===== config.mk =====
export PLATFORM = sky130hd
export DESIGN_NAME = integer_issue_queue_flat
export DESIGN_NICKNAME = d
export VERILOG_FILES = /design/src/rtl/integer_issue_queue_pkg.sv /design/src/rtl/integer_issue_queue_if.sv /design/src/rtl/priority_encoder.sv /design/src/rtl/integer_issue_queue.sv /design/src/flat_wrapper.sv
export SDC_FILE = /design/constraint.sdc
export NUM_CORES = 1
export LEC_CHECK = 0
export CORE_MARGIN = 4
export CORE_UTILIZATION = 29
export DETAILED_ROUTE_END_ITERATION = 16
export GPL_TIMING_DRIVEN = 0
export PLACE_DENSITY_LB_ADDON = 0.1
export SYNTH_ARGS = -nofsm -noshare
export SYNTH_HDL_FRONTEND = slang
export SYNTH_SLANG_ARGS = --single-unit

===== constraint.sdc =====
create_clock -name clk -period 4.5 [get_ports clk]
set_input_delay 0.9 -clock clk [delete_from_list [all_inputs] [get_ports clk]]
set_output_delay 0.9 -clock clk [all_outputs]
set_load 0.03 [all_outputs]

===== src/rtl/integer_issue_queue_pkg.sv =====
// Shared types and sizing for the integer issue queue: entry payload, queue/active-list geometry,
// and small helpers for wakeup tag matching and active-list age.
package integer_issue_queue_pkg;

  localparam int INT_QUEUE_SIZE       = 8;
  localparam int INT_QUEUE_SIZE_INDEX = 3;
  localparam int PHYS_REG_INDEX       = 6;
  localparam int ACTIVE_LIST_SIZE     = 16;
  localparam int ACTIVE_LIST_INDEX    = 4;

  typedef struct packed {
    logic [PHYS_REG_INDEX-1:0]    src1;
    logic [PHYS_REG_INDEX-1:0]    src2;
    logic                         uses_rs;
    logic                         uses_rt;
    logic                         uses_immediate;
    logic [15:0]                  immediate_data;
    logic [ACTIVE_LIST_INDEX-1:0] active_list_id;
    logic                         is_branch;
    logic                         prediction;
    logic [31:0]                  recovery_target;
  } int_iq_entry_t;

  function automatic logic tag_hit(input logic [1:0] wb_valid,
                                   input logic [1:0][PHYS_REG_INDEX-1:0] wb_tag,
                                   input logic [PHYS_REG_INDEX-1:0] tag);
    return (wb_valid[0] && (wb_tag[0] == tag)) || (wb_valid[1] && (wb_tag[1] == tag));
  endfunction

  // Distance from the active-list head; larger means younger.
  function automatic logic [ACTIVE_LIST_INDEX-1:0] al_age(input logic [ACTIVE_LIST_INDEX-1:0] id,
                                                          input logic [ACTIVE_LIST_INDEX-1:0] head);
    return ACTIVE_LIST_INDEX'((int'(id) - int'(head) + ACTIVE_LIST_SIZE) % ACTIVE_LIST_SIZE);
  endfunction

endpackage


===== src/rtl/integer_issue_queue_if.sv =====
// Rename/wakeup/dispatch/flush bus into the integer issue queue and its registered status outputs.
interface integer_issue_queue_if #(
  parameter int INT_QUEUE_SIZE       = integer_issue_queue_pkg::INT_QUEUE_SIZE,
  parameter int INT_QUEUE_SIZE_INDEX = integer_issue_queue_pkg::INT_QUEUE_SIZE_INDEX
);
  import integer_issue_queue_pkg::*;

  logic                                  alloc_valid;
  int_iq_entry_t                         alloc_entry;
  logic                                  alloc_src1_ready;
  logic                                  alloc_src2_ready;
  logic                                  alloc_ready;
  logic [1:0]                            wb_valid;
  logic [1:0][PHYS_REG_INDEX-1:0]        wb_tag;
  logic                                  dispatch_valid;
  logic [INT_QUEUE_SIZE_INDEX-1:0]       dispatch_index;
  logic                                  flush_valid;
  logic [ACTIVE_LIST_INDEX-1:0]          flush_branch_id;
  logic [ACTIVE_LIST_INDEX-1:0]          al_head_id;
  logic [INT_QUEUE_SIZE-1:0]             entry_available_bit;
  logic [INT_QUEUE_SIZE-1:0]             ready_bit_src1;
  logic [INT_QUEUE_SIZE-1:0]             ready_bit_src2;
  int_iq_entry_t [INT_QUEUE_SIZE-1:0]    entries;
  logic [INT_QUEUE_SIZE_INDEX:0]         occupancy;

  modport master (
    output alloc_valid, alloc_entry, alloc_src1_ready, alloc_src2_ready,
           wb_valid, wb_tag, dispatch_valid, dispatch_index,
           flush_valid, flush_branch_id, al_head_id,
    input  alloc_ready, entry_available_bit, ready_bit_src1, ready_bit_src2,
           entries, occupancy
  );

  modport slave (
    input  alloc_valid, alloc_entry, alloc_src1_ready, alloc_src2_ready,
           wb_valid, wb_tag, dispatch_valid, dispatch_index,
           flush_valid, flush_branch_id, al_head_id,
    output alloc_ready, entry_available_bit, ready_bit_src1, ready_bit_src2,
           entries, occupancy
  );

endinterface


===== src/rtl/priority_encoder.sv =====
// Priority encoder over a request vector; bottom_up=1 picks the lowest set bit, else the highest.
// Purely combinational, no backpressure.
module priority_encoder #(
  parameter int WIDTH     = 8,
  parameter int INDEX_W   = 3,
  parameter bit bottom_up = 1'b1
) (
  input  logic [WIDTH-1:0]   req,
  output logic [INDEX_W-1:0] idx,
  output logic               found
);

  always_comb begin
    idx   = '0;
    found = 1'b0;
    if (bottom_up) begin
      for (int i = WIDTH - 1; i >= 0; i--) begin
        if (req[i]) begin
          idx   = INDEX_W'(i);
          found = 1'b1;
        end
      end
    end else begin
      for (int i = 0; i < WIDTH; i++) begin
        if (req[i]) begin
          idx   = INDEX_W'(i);
          found = 1'b1;
        end
      end
    end
  end

endmodule


===== src/rtl/integer_issue_queue.sv =====
// Integer issue queue: allocation visible next cycle, wakeup/dispatch/flush take effect at the next edge;
// alloc_ready is low when full (alloc ignored). INT_IQ_SELECTIVE_FLUSH_EN enables age-based flush.
module integer_issue_queue #(
  parameter int INT_QUEUE_SIZE       = integer_issue_queue_pkg::INT_QUEUE_SIZE,
  parameter int INT_QUEUE_SIZE_INDEX = integer_issue_queue_pkg::INT_QUEUE_SIZE_INDEX
) (
  input logic                  clk,
  input logic                  rst,
  integer_issue_queue_if.slave iq
);
  import integer_issue_queue_pkg::*;

  logic [INT_QUEUE_SIZE-1:0]          avail_q, avail_d;
  logic [INT_QUEUE_SIZE-1:0]          rdy1_q, rdy1_d;
  logic [INT_QUEUE_SIZE-1:0]          rdy2_q, rdy2_d;
  int_iq_entry_t [INT_QUEUE_SIZE-1:0] entries_q, entries_d;
  logic [INT_QUEUE_SIZE_INDEX:0]      occ_q, occ_d;
  logic [INT_QUEUE_SIZE-1:0]          flush_mask;
  logic [INT_QUEUE_SIZE_INDEX-1:0]    free_idx;
  logic                               free_found;

  priority_encoder #(
    .WIDTH    (INT_QUEUE_SIZE),
    .INDEX_W  (INT_QUEUE_SIZE_INDEX),
    .bottom_up(1'b1)
  ) u_free_pe (
    .req  (avail_q),
    .idx  (free_idx),
    .found(free_found)
  );

`ifdef INT_IQ_SELECTIVE_FLUSH_EN
  // Keep the branch and everything older; drop only younger entries.
  always_comb begin
    flush_mask = '0;
    for (int i = 0; i < INT_QUEUE_SIZE; i++) begin
      flush_mask[i] = al_age(entries_q[i].active_list_id, iq.al_head_id) >
                      al_age(iq.flush_branch_id, iq.al_head_id);
    end
  end
`else
  logic unused_flush_ctx;
  assign flush_mask       = '1;
  assign unused_flush_ctx = ^{iq.al_head_id, iq.flush_branch_id};
`endif

  always_comb begin
    avail_d   = avail_q;
    rdy1_d    = rdy1_q;
    rdy2_d    = rdy2_q;
    entries_d = entries_q;
    occ_d     = '0;
    for (int i = 0; i < INT_QUEUE_SIZE; i++) begin
      if (!avail_q[i]) begin
        if (tag_hit(iq.wb_valid, iq.wb_tag, entries_q[i].src1)) rdy1_d[i] = 1'b1;
        if (tag_hit(iq.wb_valid, iq.wb_tag, entries_q[i].src2)) rdy2_d[i] = 1'b1;
      end
    end
    if (iq.dispatch_valid) avail_d[iq.dispatch_index] = 1'b1;
    if (iq.flush_valid) begin
      avail_d = avail_d | flush_mask;
    end else if (iq.alloc_valid && free_found) begin
      avail_d[free_idx]   = 1'b0;
      entries_d[free_idx] = iq.alloc_entry;
      rdy1_d[free_idx]    = iq.alloc_src1_ready || !iq.alloc_entry.uses_rs ||
                            tag_hit(iq.wb_valid, iq.wb_tag, iq.alloc_entry.src1);
      rdy2_d[free_idx]    = iq.alloc_src2_ready || !iq.alloc_entry.uses_rt ||
                            tag_hit(iq.wb_valid, iq.wb_tag, iq.alloc_entry.src2);
    end
    for (int i = 0; i < INT_QUEUE_SIZE; i++) begin
      occ_d = occ_d + {{INT_QUEUE_SIZE_INDEX{1'b0}}, !avail_d[i]};
    end
  end

  always_ff @(posedge clk) begin
    if (rst) begin
      avail_q   <= '1;
      rdy1_q    <= '0;
      rdy2_q    <= '0;
      entries_q <= '0;
      occ_q     <= '0;
    end else begin
      avail_q   <= avail_d;
      rdy1_q    <= rdy1_d;
      rdy2_q    <= rdy2_d;
      entries_q <= entries_d;
      occ_q     <= occ_d;
    end
  end

  assign iq.alloc_ready         = free_found;
  assign iq.entry_available_bit = avail_q;
  assign iq.ready_bit_src1      = rdy1_q;
  assign iq.ready_bit_src2      = rdy2_q;
  assign iq.entries             = entries_q;
  assign iq.occupancy           = occ_q;

  a_dispatch_valid_entry: assert property (@(posedge clk) disable iff (rst)
    iq.dispatch_valid |-> !avail_q[iq.dispatch_index]);

endmodule

===== src/flat_wrapper.sv =====
// flat-port wrapper written by rule: the top's interface ports become plain ports
module integer_issue_queue_flat import integer_issue_queue_pkg::*;
#(
  parameter int INT_QUEUE_SIZE       = integer_issue_queue_pkg::INT_QUEUE_SIZE,
  parameter int INT_QUEUE_SIZE_INDEX = integer_issue_queue_pkg::INT_QUEUE_SIZE_INDEX
)
  (clk, rst, iq_alloc_valid, iq_alloc_entry, iq_alloc_src1_ready, iq_alloc_src2_ready, iq_wb_valid, iq_wb_tag, iq_dispatch_valid, iq_dispatch_index, iq_flush_valid, iq_flush_branch_id, iq_al_head_id, iq_alloc_ready, iq_entry_available_bit, iq_ready_bit_src1, iq_ready_bit_src2, iq_entries, iq_occupancy);
  integer_issue_queue_if #(.INT_QUEUE_SIZE(INT_QUEUE_SIZE), .INT_QUEUE_SIZE_INDEX(INT_QUEUE_SIZE_INDEX)) iq_i ();
  input logic clk;
  input logic rst;
  input wire logic [$bits(iq_i.alloc_valid)-1:0] iq_alloc_valid;
  input wire logic [$bits(iq_i.alloc_entry)-1:0] iq_alloc_entry;
  input wire logic [$bits(iq_i.alloc_src1_ready)-1:0] iq_alloc_src1_ready;
  input wire logic [$bits(iq_i.alloc_src2_ready)-1:0] iq_alloc_src2_ready;
  input wire logic [$bits(iq_i.wb_valid)-1:0] iq_wb_valid;
  input wire logic [$bits(iq_i.wb_tag)-1:0] iq_wb_tag;
  input wire logic [$bits(iq_i.dispatch_valid)-1:0] iq_dispatch_valid;
  input wire logic [$bits(iq_i.dispatch_index)-1:0] iq_dispatch_index;
  input wire logic [$bits(iq_i.flush_valid)-1:0] iq_flush_valid;
  input wire logic [$bits(iq_i.flush_branch_id)-1:0] iq_flush_branch_id;
  input wire logic [$bits(iq_i.al_head_id)-1:0] iq_al_head_id;
  output wire logic [$bits(iq_i.alloc_ready)-1:0] iq_alloc_ready;
  output wire logic [$bits(iq_i.entry_available_bit)-1:0] iq_entry_available_bit;
  output wire logic [$bits(iq_i.ready_bit_src1)-1:0] iq_ready_bit_src1;
  output wire logic [$bits(iq_i.ready_bit_src2)-1:0] iq_ready_bit_src2;
  output wire logic [$bits(iq_i.entries)-1:0] iq_entries;
  output wire logic [$bits(iq_i.occupancy)-1:0] iq_occupancy;
  assign iq_i.alloc_valid = iq_alloc_valid;
  assign iq_i.alloc_entry = iq_alloc_entry;
  assign iq_i.alloc_src1_ready = iq_alloc_src1_ready;
  assign iq_i.alloc_src2_ready = iq_alloc_src2_ready;
  assign iq_i.wb_valid = iq_wb_valid;
  assign iq_i.wb_tag = iq_wb_tag;
  assign iq_i.dispatch_valid = iq_dispatch_valid;
  assign iq_i.dispatch_index = iq_dispatch_index;
  assign iq_i.flush_valid = iq_flush_valid;
  assign iq_i.flush_branch_id = iq_flush_branch_id;
  assign iq_i.al_head_id = iq_al_head_id;
  assign iq_alloc_ready = iq_i.alloc_ready;
  assign iq_entry_available_bit = iq_i.entry_available_bit;
  assign iq_ready_bit_src1 = iq_i.ready_bit_src1;
  assign iq_ready_bit_src2 = iq_i.ready_bit_src2;
  assign iq_entries = iq_i.entries;
  assign iq_occupancy = iq_i.occupancy;
  integer_issue_queue #(.INT_QUEUE_SIZE(INT_QUEUE_SIZE), .INT_QUEUE_SIZE_INDEX(INT_QUEUE_SIZE_INDEX)) u_core (.clk(clk), .rst(rst), .iq(iq_i));
endmodule

==> impl_metrics.env <==
export IMPL_grt_first_pass_wirelength_um=166000
export IMPL_cts_root_to_sink_buffers=3
export IMPL_layout_core_utilization_pct=41.5
export IMPL_ys_ff_latch=580
export IMPL_hold_violations=0
export IMPL_synth_commonest_cells="sky130_fd_sc_hd__nand2_1, sky130_fd_sc_hd__dfxtp_1, sky130_fd_sc_hd__a21oi_1"
export IMPL_clock_input_transition_at_the_sequential_cells_of_the_worst_setup_and_hold_paths_ns=0.05
export IMPL_synth_most_common_cell="sky130_fd_sc_hd__nand2_1"
export IMPL_synthCells=2945
export IMPL_met3_usage_grt_pct=8.12
export IMPL_gp_routability_congestion=0.864
export IMPL_grt_start_max_net_pins=13
export IMPL_ys_dominant_reg_cell="sky130_fd_sc_hd__dfxtp_1"
export IMPL_count_of_flip_flops_with_a_built_in_enable_after_synthesis=0
export IMPL_port_buffers=591
export IMPL_irDropWorstVdd_mv=0.248
export IMPL_post_drt_wl_per_cell_um=25.1
export IMPL_syn_area_um2=23300
export IMPL_crit_path_max_fo=10
export IMPL_endpoint_kind="register"
export IMPL_grt_overflow_total=0
export IMPL_die_height_um=291
export IMPL_period_minus_slack_ns=4.32
export IMPL_tritoncts="done"
export IMPL_synth_largest_area_cell="sky130_fd_sc_hd__dfxtp_1"
export IMPL_layout_nets=3720
export IMPL_reg2reg_slack_ns=0.36
export IMPL_ys_top_cells_by_area="sky130_fd_sc_hd__dfxtp_1, sky130_fd_sc_hd__nand2_1, sky130_fd_sc_hd__a21oi_1"
export IMPL_syn_to_final_growth_pct=41.2
export IMPL_busiest_layer_in_global_routing="met2"
export IMPL_yosysSeqAreaShare_pct=49.9
export IMPL_report_final_setup_viol=0
export IMPL_layout_worst_path_cycle_share_pct=96.0
export IMPL_synth_top_cell_area_share_pct=49.9
export IMPL_power_per_cell_area_nw_per_um2=358
export IMPL_clk_insertion_delay_late_ns=0.62
export IMPL_hp_class="reg2reg"
export IMPL_placedCellCount=4586
export IMPL_share_of_layout_cells_above_drive_strength_1_pct=8.39
export IMPL_outcome="completed"
export IMPL_globalRouteMet2Util_pct=43.7
export IMPL_globalRouteTotalUtil_pct=26.7
export IMPL_start_util_pct=29.4
export IMPL_avgViaCountPerCell=4.82
export IMPL_fmaxAchievable_ghz=0.232
export IMPL_syn_num_nets=3053
export IMPL_route_final_wire_length_um=118000
export IMPL_cts_sinks=580
export IMPL_antenna_found_initial=7
export IMPL_coreArea_um2=79300
export IMPL_count_of_max_cap_constraint_violations=0
export IMPL_dr_pass1_iters=5
export IMPL_power_static_leakage_uw=0.0111
export IMPL_h_tree_depth=3
export IMPL_async_flop_share_pct=0
export IMPL_setup_worst_path_start_class="input port"
export IMPL_worst_clock_skew_ns=0.0264
export IMPL_worst_setup_path_type="in2reg"
export IMPL_syn_avg_cell_area_um2=7.91
export IMPL_unrepaired_setup_endpoints_after_global_routing="false"
export IMPL_fp_row_count=103
export IMPL_timing_max_transition_violations_final=0
export IMPL_detail_route_drc_violations=0
export IMPL_yosys_warnings=0
export IMPL_tightestPinTransition_ns=1.40
export IMPL_cts_buffers=71
export IMPL_synth_distinct_cells=54
export IMPL_timing_critical_path_arrival_ns=4.79
export IMPL_hpwl_um=86700
export IMPL_met1_demand_to_capacity_share_in_global_routing_pct=33.1
export IMPL_worst_ep_required_time_ns=4.98
export IMPL_timing_setup_tns_ns=0
export IMPL_finish_cell_count_without_fillers=4712
export IMPL_detailroute_via_count=22700
export IMPL_number_of_global_route_vias_before_repair=22000
export IMPL_max_slew_headroom_pct=6.50
export IMPL_initialDrtViolationCount=1475
export IMPL_die_area_um2=84900
export IMPL_horiz_die_dim_um=291
export IMPL_clockRootBuffer="sky130_fd_sc_hd__clkbuf_16"
export IMPL_io_pins=682
export IMPL_postRouteAntennaNets=0
==> worst max-delay path, stage by stage <==
cell,delay (ns)
sky130_fd_sc_hd__clkdlybuf4s50_1,0.53
sky130_fd_sc_hd__nor2b_1,0.16
sky130_fd_sc_hd__clkbuf_2,0.23
sky130_fd_sc_hd__nand2_4,0.21
sky130_fd_sc_hd__clkbuf_4,0.34
sky130_fd_sc_hd__o31ai_1,0.15
sky130_fd_sc_hd__ha_1,0.31
sky130_fd_sc_hd__fa_1,0.45
sky130_fd_sc_hd__fa_1,0.49
sky130_fd_sc_hd__inv_1,0.05
sky130_fd_sc_hd__fa_1,0.35
sky130_fd_sc_hd__inv_1,0.10
sky130_fd_sc_hd__fa_1,0.38
sky130_fd_sc_hd__nor2b_1,0.13
==> cells in the final DEF (no fill, tap or decap), drive strengths merged, types with 12 or more instances in the layout <==
cell type      Yosys  routed
nor2              18      18
clkdlybuf4s50      0     591
clkbuf           116     217
clkinv             0      12
dfxtp            580     580
nand4             26      26
nand2           1111    1111
nor3              12      12
a21oi            553     553
buf              169     171
xnor2            114     114
xor2             103     103
nor4              37      37
==> flip-flops by register name, summed over array words and instances (netlist names) <==
signal	cells
u_core.iq.entry_available_bit	8
u_core.iq.entries	552
u_core.iq.ready_bit_src2	8
u_core.iq.occupancy	4
u_core.iq.ready_bit_src1	8
==> kinds of logic (layout without fill, tap and decap cells) <==
group	after synthesis	after routing	synth area share [%]
buffers and inverters	291	1006	5.96
AND/OR/NAND/NOR	1259	1259	22.0
flip-flops	580	580	49.9
XOR/XNOR	217	217	8.16
adder cells (fa/ha/maj)	7	7	0.505
other	0	2	0
AO/OA/AOI/OAI	591	591	13.5
==> cell type report <==
class	instances	area (um^2)
fill	8292	46400
sequential	580	11600
multi-input combinational	2074	10300
timing repair buffer	594	5940
clock buffer	100	2020
buffer	285	1370
tap	1050	1310
clock inverter	21	280
inverter	6	22.5
antenna	2	5.00
==> power by group <==
group	switching [uW]	internal, uW
sequential	31.0	5180
combinational	589	229
clock	2380	3370
total	3000	8770
==> metal layers <==
| metal | wire length (um) | up-vias |
|---|---|---|
| met5 | 51 | - |
| met1 | 49500 | 10800 |
| met3 | 9710 | 193 |
| li1 | - | 10800 |
| met4 | 4400 | 8 |
| met2 | 54700 | 836 |
==> worst paths after layout <==
| kind | from | end | depth (start not counted) |
|---|---|---|---|
| setup / recovery | iq_alloc_valid | u_core.iq.occupancy[1] | 14 |
| hold / removal | u_core.iq.entries[306] | u_core.iq.entries[306] | 2 |
| setup reg to reg | u_core.iq.entry_available_bit[0] | u_core.iq.occupancy[1] | 12 |
| hold reg to reg | u_core.iq.entries[306] | u_core.iq.entries[306] | 2 |
==> what timing repair did <==
action | CTS | global route
hold endpoints to repair | 0 | 0
setup endpoints to repair | 4 | 2
pin swaps | 0 | 0
gates cloned | 0 | 0
buffers inserted | 0 | 3
gates resized for setup | 6 | 4
hold buffers | 0 | 0
==> through the flow <==
step	hold WS (ns)	setup slack [ns]	cell area (um^2)	power [uW]
after floorplan	0.581	0.401	23300	5770
after global placement	0.442	-1.31	30500	6140
after detailed placement	0.446	-1.28	30500	6140
after CTS	0.453	0.0401	32800	11900
after global routing	0.465	0.00937	32900	12200
final	0.450	0.182	32900	11800
No activity file was read; power rests on OpenSTA's default activity.
